File: config.mk
export PLATFORM = sky130hd
export DESIGN_NAME = multicycle_control_unit_flat
export DESIGN_NICKNAME = d
export VERILOG_FILES = /design/src/rtl/multicycle_control_unit_if.sv /design/src/rtl/multicycle_control_unit.sv /design/src/flat_wrapper.sv
export SDC_FILE = /design/constraint.sdc
export NUM_CORES = 1
export LEC_CHECK = 0
export CORE_AREA = 2 2 51 53
export CTS_CLUSTER_SIZE = 40
export DETAILED_ROUTE_END_ITERATION = 16
export DIE_AREA = 0 0 53 55
export DONT_BUFFER_PORTS = 1
export GPL_TIMING_DRIVEN = 0
export HOLD_SLACK_MARGIN = 0.06
export PLACE_DENSITY = 0.68
export SETUP_SLACK_MARGIN = 0.2
export SYNTH_ARGS = -nofsm -noshare
export SYNTH_HDL_FRONTEND = slang
export SYNTH_SLANG_ARGS = --single-unit
File: constraint.sdc
create_clock -name clk -period 2.3 [get_ports clk]
set_input_delay 0.345 -clock clk [delete_from_list [all_inputs] [get_ports clk]]
set_output_delay 0.345 -clock clk [all_outputs]
set_load 0.02 [all_outputs]
File: src/rtl/multicycle_control_unit_if.sv
// Control/handshake bundle between the multicycle control unit and its datapath.
// The control unit uses the master side; the datapath (or bench) uses slave.
interface multicycle_control_unit_if #(
  parameter int CNT_W = 16
);
  logic [6:0]       Opcode;
  logic             zero;
  logic             mem_ready;
  logic             pc_write;
  logic             ir_write;
  logic             mem_read;
  logic             mem_write;
  logic             i_or_d;
  logic             mem_to_reg;
  logic             regwrite;
  logic             pc_src;
  logic             ALUsrcA;
  logic [1:0]       ALUsrcB;
  logic [1:0]       ALUOp;
  logic [3:0]       state;
  logic             illegal;
  logic             instr_done;
  logic [CNT_W-1:0] instr_count;

  modport master (
    input  Opcode, zero, mem_ready,
    output pc_write, ir_write, mem_read, mem_write, i_or_d, mem_to_reg,
           regwrite, pc_src, ALUsrcA, ALUsrcB, ALUOp, state, illegal,
           instr_done, instr_count
  );

  modport slave (
    output Opcode, zero, mem_ready,
    input  pc_write, ir_write, mem_read, mem_write, i_or_d, mem_to_reg,
           regwrite, pc_src, ALUsrcA, ALUsrcB, ALUOp, state, illegal,
           instr_done, instr_count
  );
endinterface

File: src/rtl/multicycle_control_unit.sv
// Multicycle RISC-V style control FSM: fetch/decode/memory/execute/branch
// sequencing with a sticky illegal-opcode trap and a retired-instruction counter.
module multicycle_control_unit #(
  parameter int CNT_W = 16
) (
  input  logic                        clk,
  input  logic                        rst_n,
  multicycle_control_unit_if.master   bus
);

  typedef enum logic [3:0] {
    S_FETCH     = 4'd0,
    S_DECODE    = 4'd1,
    S_MEM_ADDR  = 4'd2,
    S_MEM_READ  = 4'd3,
    S_MEM_WB    = 4'd4,
    S_MEM_WRITE = 4'd5,
    S_EXECUTE   = 4'd6,
    S_ALU_WB    = 4'd7,
    S_BRANCH    = 4'd8,
    S_ERROR     = 4'd9
  } state_t;

  localparam logic [6:0] OP_RTYPE  = 7'b0110011;
  localparam logic [6:0] OP_LOAD   = 7'b0000011;
  localparam logic [6:0] OP_STORE  = 7'b0100011;
  localparam logic [6:0] OP_BRANCH = 7'b1100011;

  state_t           state_r;
  state_t           state_nxt_s;
  logic [CNT_W-1:0] instr_count_r;

  logic       pc_write_s, ir_write_s, mem_read_s, mem_write_s, i_or_d_s;
  logic       mem_to_reg_s, regwrite_s, pc_src_s, alu_src_a_s, illegal_s;
  logic       done_raw_s, instr_done_s;
  logic [1:0] alu_src_b_s, alu_op_s;

  // State register; reset wins over every transition, including into ERROR.
  always_ff @(posedge clk) begin
    if (!rst_n) begin
      state_r <= S_FETCH;
    end else begin
      state_r <= state_nxt_s;
    end
  end

  // Retired-instruction counter, wraps naturally at all-ones.
  always_ff @(posedge clk) begin
    if (!rst_n) begin
      instr_count_r <= {CNT_W{1'b0}};
    end else if (instr_done_s) begin
      instr_count_r <= instr_count_r + {{(CNT_W-1){1'b0}}, 1'b1};
    end else begin
      instr_count_r <= instr_count_r;
    end
  end

  // Next-state and per-state control decode; unlisted signals stay 0.
  always_comb begin
    state_nxt_s  = state_r;
    pc_write_s   = 1'b0;
    ir_write_s   = 1'b0;
    mem_read_s   = 1'b0;
    mem_write_s  = 1'b0;
    i_or_d_s     = 1'b0;
    mem_to_reg_s = 1'b0;
    regwrite_s   = 1'b0;
    pc_src_s     = 1'b0;
    alu_src_a_s  = 1'b0;
    alu_src_b_s  = 2'b00;
    alu_op_s     = 2'b00;
    illegal_s    = 1'b0;
    done_raw_s   = 1'b0;
    case (state_r)
      S_FETCH: begin
        mem_read_s  = 1'b1;
        alu_src_b_s = 2'b01;
        ir_write_s  = bus.mem_ready;
        pc_write_s  = bus.mem_ready;
        state_nxt_s = bus.mem_ready ? S_DECODE : S_FETCH;
      end
      S_DECODE: begin
        alu_src_b_s = 2'b10;
        case (bus.Opcode)
          OP_RTYPE:  state_nxt_s = S_EXECUTE;
          OP_LOAD:   state_nxt_s = S_MEM_ADDR;
          OP_STORE:  state_nxt_s = S_MEM_ADDR;
          OP_BRANCH: state_nxt_s = S_BRANCH;
          default:   state_nxt_s = S_ERROR;
        endcase
      end
      S_MEM_ADDR: begin
        alu_src_a_s = 1'b1;
        alu_src_b_s = 2'b10;
        state_nxt_s = (bus.Opcode == OP_LOAD) ? S_MEM_READ : S_MEM_WRITE;
      end
      S_MEM_READ: begin
        mem_read_s  = 1'b1;
        i_or_d_s    = 1'b1;
        state_nxt_s = bus.mem_ready ? S_MEM_WB : S_MEM_READ;
      end
      S_MEM_WB: begin
        regwrite_s   = 1'b1;
        mem_to_reg_s = 1'b1;
        done_raw_s   = 1'b1;
        state_nxt_s  = S_FETCH;
      end
      S_MEM_WRITE: begin
        mem_write_s = 1'b1;
        i_or_d_s    = 1'b1;
        done_raw_s  = bus.mem_ready;
        state_nxt_s = bus.mem_ready ? S_FETCH : S_MEM_WRITE;
      end
      S_EXECUTE: begin
        alu_src_a_s = 1'b1;
        alu_op_s    = 2'b10;
        state_nxt_s = S_ALU_WB;
      end
      S_ALU_WB: begin
        regwrite_s  = 1'b1;
        done_raw_s  = 1'b1;
        state_nxt_s = S_FETCH;
      end
      S_BRANCH: begin
        alu_src_a_s = 1'b1;
        alu_op_s    = 2'b01;
        pc_src_s    = 1'b1;
        pc_write_s  = bus.zero;
        done_raw_s  = 1'b1;
        state_nxt_s = S_FETCH;
      end
      S_ERROR: begin
        illegal_s   = 1'b1;
        state_nxt_s = S_ERROR;
      end
      default: begin
        state_nxt_s = S_ERROR;
      end
    endcase
  end

  // Architectural side effects are suppressed while reset is held.
  assign instr_done_s    = done_raw_s & rst_n;
  assign bus.pc_write    = pc_write_s & rst_n;
  assign bus.ir_write    = ir_write_s & rst_n;
  assign bus.regwrite    = regwrite_s & rst_n;
  assign bus.mem_write   = mem_write_s & rst_n;
  assign bus.mem_read    = mem_read_s;
  assign bus.i_or_d      = i_or_d_s;
  assign bus.mem_to_reg  = mem_to_reg_s;
  assign bus.pc_src      = pc_src_s;
  assign bus.ALUsrcA     = alu_src_a_s;
  assign bus.ALUsrcB     = alu_src_b_s;
  assign bus.ALUOp       = alu_op_s;
  assign bus.illegal     = illegal_s;
  assign bus.instr_done  = instr_done_s;
  assign bus.state       = state_r;
  assign bus.instr_count = instr_count_r;

endmodule

File: src/flat_wrapper.sv
// flat-port wrapper written by rule: the top's interface ports become plain ports
module multicycle_control_unit_flat 
#(
  parameter int CNT_W = 16
)
  (clk, rst_n, bus_Opcode, bus_zero, bus_mem_ready, bus_pc_write, bus_ir_write, bus_mem_read, bus_mem_write, bus_i_or_d, bus_mem_to_reg, bus_regwrite, bus_pc_src, bus_ALUsrcA, bus_ALUsrcB, bus_ALUOp, bus_state, bus_illegal, bus_instr_done, bus_instr_count);
  multicycle_control_unit_if #(.CNT_W(CNT_W)) bus_i ();
  input  logic clk;
  input  logic rst_n;
  input wire logic [$bits(bus_i.Opcode)-1:0] bus_Opcode;
  input wire logic [$bits(bus_i.zero)-1:0] bus_zero;
  input wire logic [$bits(bus_i.mem_ready)-1:0] bus_mem_ready;
  output wire logic [$bits(bus_i.pc_write)-1:0] bus_pc_write;
  output wire logic [$bits(bus_i.ir_write)-1:0] bus_ir_write;
  output wire logic [$bits(bus_i.mem_read)-1:0] bus_mem_read;
  output wire logic [$bits(bus_i.mem_write)-1:0] bus_mem_write;
  output wire logic [$bits(bus_i.i_or_d)-1:0] bus_i_or_d;
  output wire logic [$bits(bus_i.mem_to_reg)-1:0] bus_mem_to_reg;
  output wire logic [$bits(bus_i.regwrite)-1:0] bus_regwrite;
  output wire logic [$bits(bus_i.pc_src)-1:0] bus_pc_src;
  output wire logic [$bits(bus_i.ALUsrcA)-1:0] bus_ALUsrcA;
  output wire logic [$bits(bus_i.ALUsrcB)-1:0] bus_ALUsrcB;
  output wire logic [$bits(bus_i.ALUOp)-1:0] bus_ALUOp;
  output wire logic [$bits(bus_i.state)-1:0] bus_state;
  output wire logic [$bits(bus_i.illegal)-1:0] bus_illegal;
  output wire logic [$bits(bus_i.instr_done)-1:0] bus_instr_done;
  output wire logic [$bits(bus_i.instr_count)-1:0] bus_instr_count;
  assign bus_i.Opcode = bus_Opcode;
  assign bus_i.zero = bus_zero;
  assign bus_i.mem_ready = bus_mem_ready;
  assign bus_pc_write = bus_i.pc_write;
  assign bus_ir_write = bus_i.ir_write;
  assign bus_mem_read = bus_i.mem_read;
  assign bus_mem_write = bus_i.mem_write;
  assign bus_i_or_d = bus_i.i_or_d;
  assign bus_mem_to_reg = bus_i.mem_to_reg;
  assign bus_regwrite = bus_i.regwrite;
  assign bus_pc_src = bus_i.pc_src;
  assign bus_ALUsrcA = bus_i.ALUsrcA;
  assign bus_ALUsrcB = bus_i.ALUsrcB;
  assign bus_ALUOp = bus_i.ALUOp;
  assign bus_state = bus_i.state;
  assign bus_illegal = bus_i.illegal;
  assign bus_instr_done = bus_i.instr_done;
  assign bus_instr_count = bus_i.instr_count;
  multicycle_control_unit #(.CNT_W(CNT_W)) u_core (.clk(clk), .rst_n(rst_n), .bus(bus_i));
endmodule
==> run summary <==
Worst slew margin = 41.3%
Syn Area/Cell = 7.81 µm²
Die area = 2920 µm²
Post-Synthesis Cells = 162
Num rows = 18
Setup ws final = 0.133 ns
Initial antenna violation count = 0
GRT Util Overall = 24.4%
Syn nets = 174
Post-route ant nets = 0
Status = finished, final reports clean
Wire per inst = 16.3 µm
F_max = 461 MHz
HP Class = input pin to flop
Setup_tns = 0 ns
Worst R2R Path Depth = 7
Worst EP required = 1.96 ns
Final Max Slew Viols = 0
Area contributors post-synth = dfxtp_1 (32%), a21oi_1 (7.1%), or4_1 (5.3%), o31ai_1 (4.7%), nand2_1 (3.9%)
CP endpoint kind = primary output
WL final = 3.29 mm
Die Y = 55 µm
CTS hold repair buffers = 0
Final Util = 62.6%
ANT cells = 0
Total gr overflow = 0
Mapped Area = 1260 µm²
Clock transition at path regs = 0.11 ns
First-pass GRT wire length = 5.27 mm
RSZ-0062 raised after global routing = yes
Pin count of the biggest net entering global routing = 12
CTS tree = done
Max cap viols = 0
Leak Pwr = 0.479 nW
Layout Skew = 0.00806 ns
Worst stage delay on the critical path = 0.45 ns
Clock Tree Buf Depth = 2
Via count = 1326
PortBufs = 0
Kind of start point of the critical path = flop
Worst EP arrival = 1.82 ns
Cell Count Post-Placement = 192
Root buf cell = clkbuf_4
EDFF count, synth = 0
Tightest Pin Transition = 0.872 ns
Initial DRC count = 36
Routability cong. = 0.788
Hold-critical path depth = 2
Hold Slack = 0.146 ns
Main combinational cell family by area after synthesis = simple AND/OR/NAND/NOR gates
Synth Area in Adders = 1.78%
Vias in the first global route = 1232
Initial DRT Pass Iterations = 4
Post-Synth XOR/XNOR Area = 1.38%
Worst path cell trace = buf_2 -> inv_1 -> or3_1 -> a21oi_2
Minimum clock period = 2.17 ns
NumNets Final = 184
PwrDens = 493 nW/µm²
Die X = 53 µm
Fraction of registers with async set/reset = 0%
Initial Utilization = 53.5%
Compound-cell area share of the yosys netlist = 19.1%
Fraction of layout cells with a size suffix above 1 = 24.6%
#FFs+latches synth = 20
H-tree levels = 1
Post-synth top area share = 31.7%
Sequential area share after synthesis = 31.7%
Boundary pin count = 46
Max VDD drop = 0.256 mV
Worst-skew pair later-pin latency = 0.30 ns
Mux contribution to synthesized area = 3.26%
Routed vias/inst = 6.60
Critical Setup Path Class = flop to primary output
CTS Buf Count = 3
Slowest cell on the critical path = dfxtp_2
Area leader, netlist = dfxtp_1
Most common flop cell mapped by yosys = dfxtp_1
Yosys warning total = 0
Pre-CTS WS = 0.0542 ns
Final worst-path cycle share = 94.2%
Clock Sinks = 20
Synth Area in Simple Gates = 36.5%
Core box area = 2360 µm²
Worst-path fanout max = 10
Fin cells = 201
# setup viols final = 0
# DRC = 0
Final hold viol count = 0
Post-synthesis cell type count = 43
Area grow syn2layout = 17.1%
placed cells by master (no fill, tap or decap), types with 4 or more instances in the layout:
| cell type | instances |
|---|---|
| nand2_1 | 13 |
| nor3_1 | 4 |
| or4_4 | 4 |
| nor2_1 | 9 |
| a21oi_1 | 13 |
| a21oi_2 | 5 |
| dfxtp_1 | 16 |
| or4_1 | 5 |
| or3_1 | 6 |
| nand3_1 | 9 |
| nand2b_1 | 4 |
| o21ai_0 | 6 |
| o31ai_1 | 6 |
| nand4_1 | 4 |
| clkbuf_1 | 5 |
| buf_6 | 4 |
final cells by class:
| class | count | area [µm²] |
|---|---|---|
| flip-flops and latches | 20 | 408 |
| well taps | 30 | 37.5 |
| clock buffers | 4 | 36.3 |
| repair buffers | 5 | 45.0 |
| multi-input cells | 126 | 863 |
| plain buffers | 12 | 76.3 |
| inverters | 4 | 15.0 |
| fillers | 224 | 883 |
critical path, delay by kind of cell, from the launching register on:
kind	cells	cell delay, ns
AOI/OAI and AO/OA	1	0.27
buffers and inverters	2	0.45
DFF	1	0.45
and+or+nand+nor	1	0.35
flip-flops by register name, summed over array words and instances, names as in the netlist:
register,flops
u_core.bus.instr_count,16
u_core.bus.state,4
Yosys cell counts, types with 2 or more instances:
library cell,instances
a21oi_1,18
and4_1,2
or4_1,9
nand2b_1,4
o31ai_1,8
dfxtp_1,20
nor3_1,5
nor4_1,3
o21ai_0,6
and2_1,2
inv_1,3
nand4_1,4
buf_6,2
clkbuf_1,7
or3b_2,2
mux2i_1,3
nor2b_1,2
nor3b_1,2
nand3_1,9
nor2_1,11
nand2_1,13
or3_1,6
through the flow:
stage	instance area, µm²	power (mW)
5_1_grt	1480	0.767
3_5_place_dp	1300	0.506
6_report	1480	0.731
2_1_floorplan	1260	0.484
4_1_cts	1410	0.724
3_3_place_gp	1300	0.503
path summary, 6_finish.rpt:
| kind | endpoint | from | slack (ns) |
|---|---|---|---|
| worst max-delay path | bus_ALUsrcA | u_core.bus.state[3]$_SDFF_PN0_ | 0.13 |
| worst min-delay path | u_core.bus.state[1]$_SDFF_PN0_ | rst_n | 0.15 |
| worst min register to register | u_core.bus.instr_count[15]$_SDFFE_PN0P_ | u_core.bus.instr_count[15]$_SDFFE_PN0P_ | 0.57 |
| worst max register to register | u_core.bus.instr_count[15]$_SDFFE_PN0P_ | u_core.bus.state[2]$_SDFF_PN0_ | 0.21 |
kinds of logic after synthesis:
group | Yosys count
muxes | 4
buffers and inverters | 16
adders and majority gates | 2
and+or+nand+nor | 79
AOI/OAI and AO/OA | 39
xor gates and xnor gates | 2
DFF | 20
what timing repair did:
action | 4_1_cts | 5_1_grt
pin swaps | 2 | 15
buffers inserted | 4 | 0
cloned | 0 | 1
resized for setup | 14 | 18
endpoints found under the setup margin | 12 | 17
per-layer routing:
metal | wire length (µm) | share of wire, % | global-route usage [%] | vias to the layer above
li1 | - | - | - | 624
met1 | 1280 | 39 | 25.7 | 633
met2 | 1700 | 52 | 46.3 | 63
met3 | 252 | 7.7 | 5.38 | 6
met4 | 55 | 1.7 | 11.5 | 0
met5 | 0 | 0 | 0 | -
where the power goes:
| part | leakage [nW] | switching [mW] | internal, mW | total [mW] |
|---|---|---|---|---|
| logic | 0.294 | 0.0971 | 0.0558 | 0.153 |
| registers | 0.164 | 0.0175 | 0.352 | 0.370 |
| clock network | 0.0210 | 0.112 | 0.0965 | 0.208 |
| total | 0.479 | 0.226 | 0.505 | 0.731 |
No activity file was read; power rests on OpenSTA's default activity.
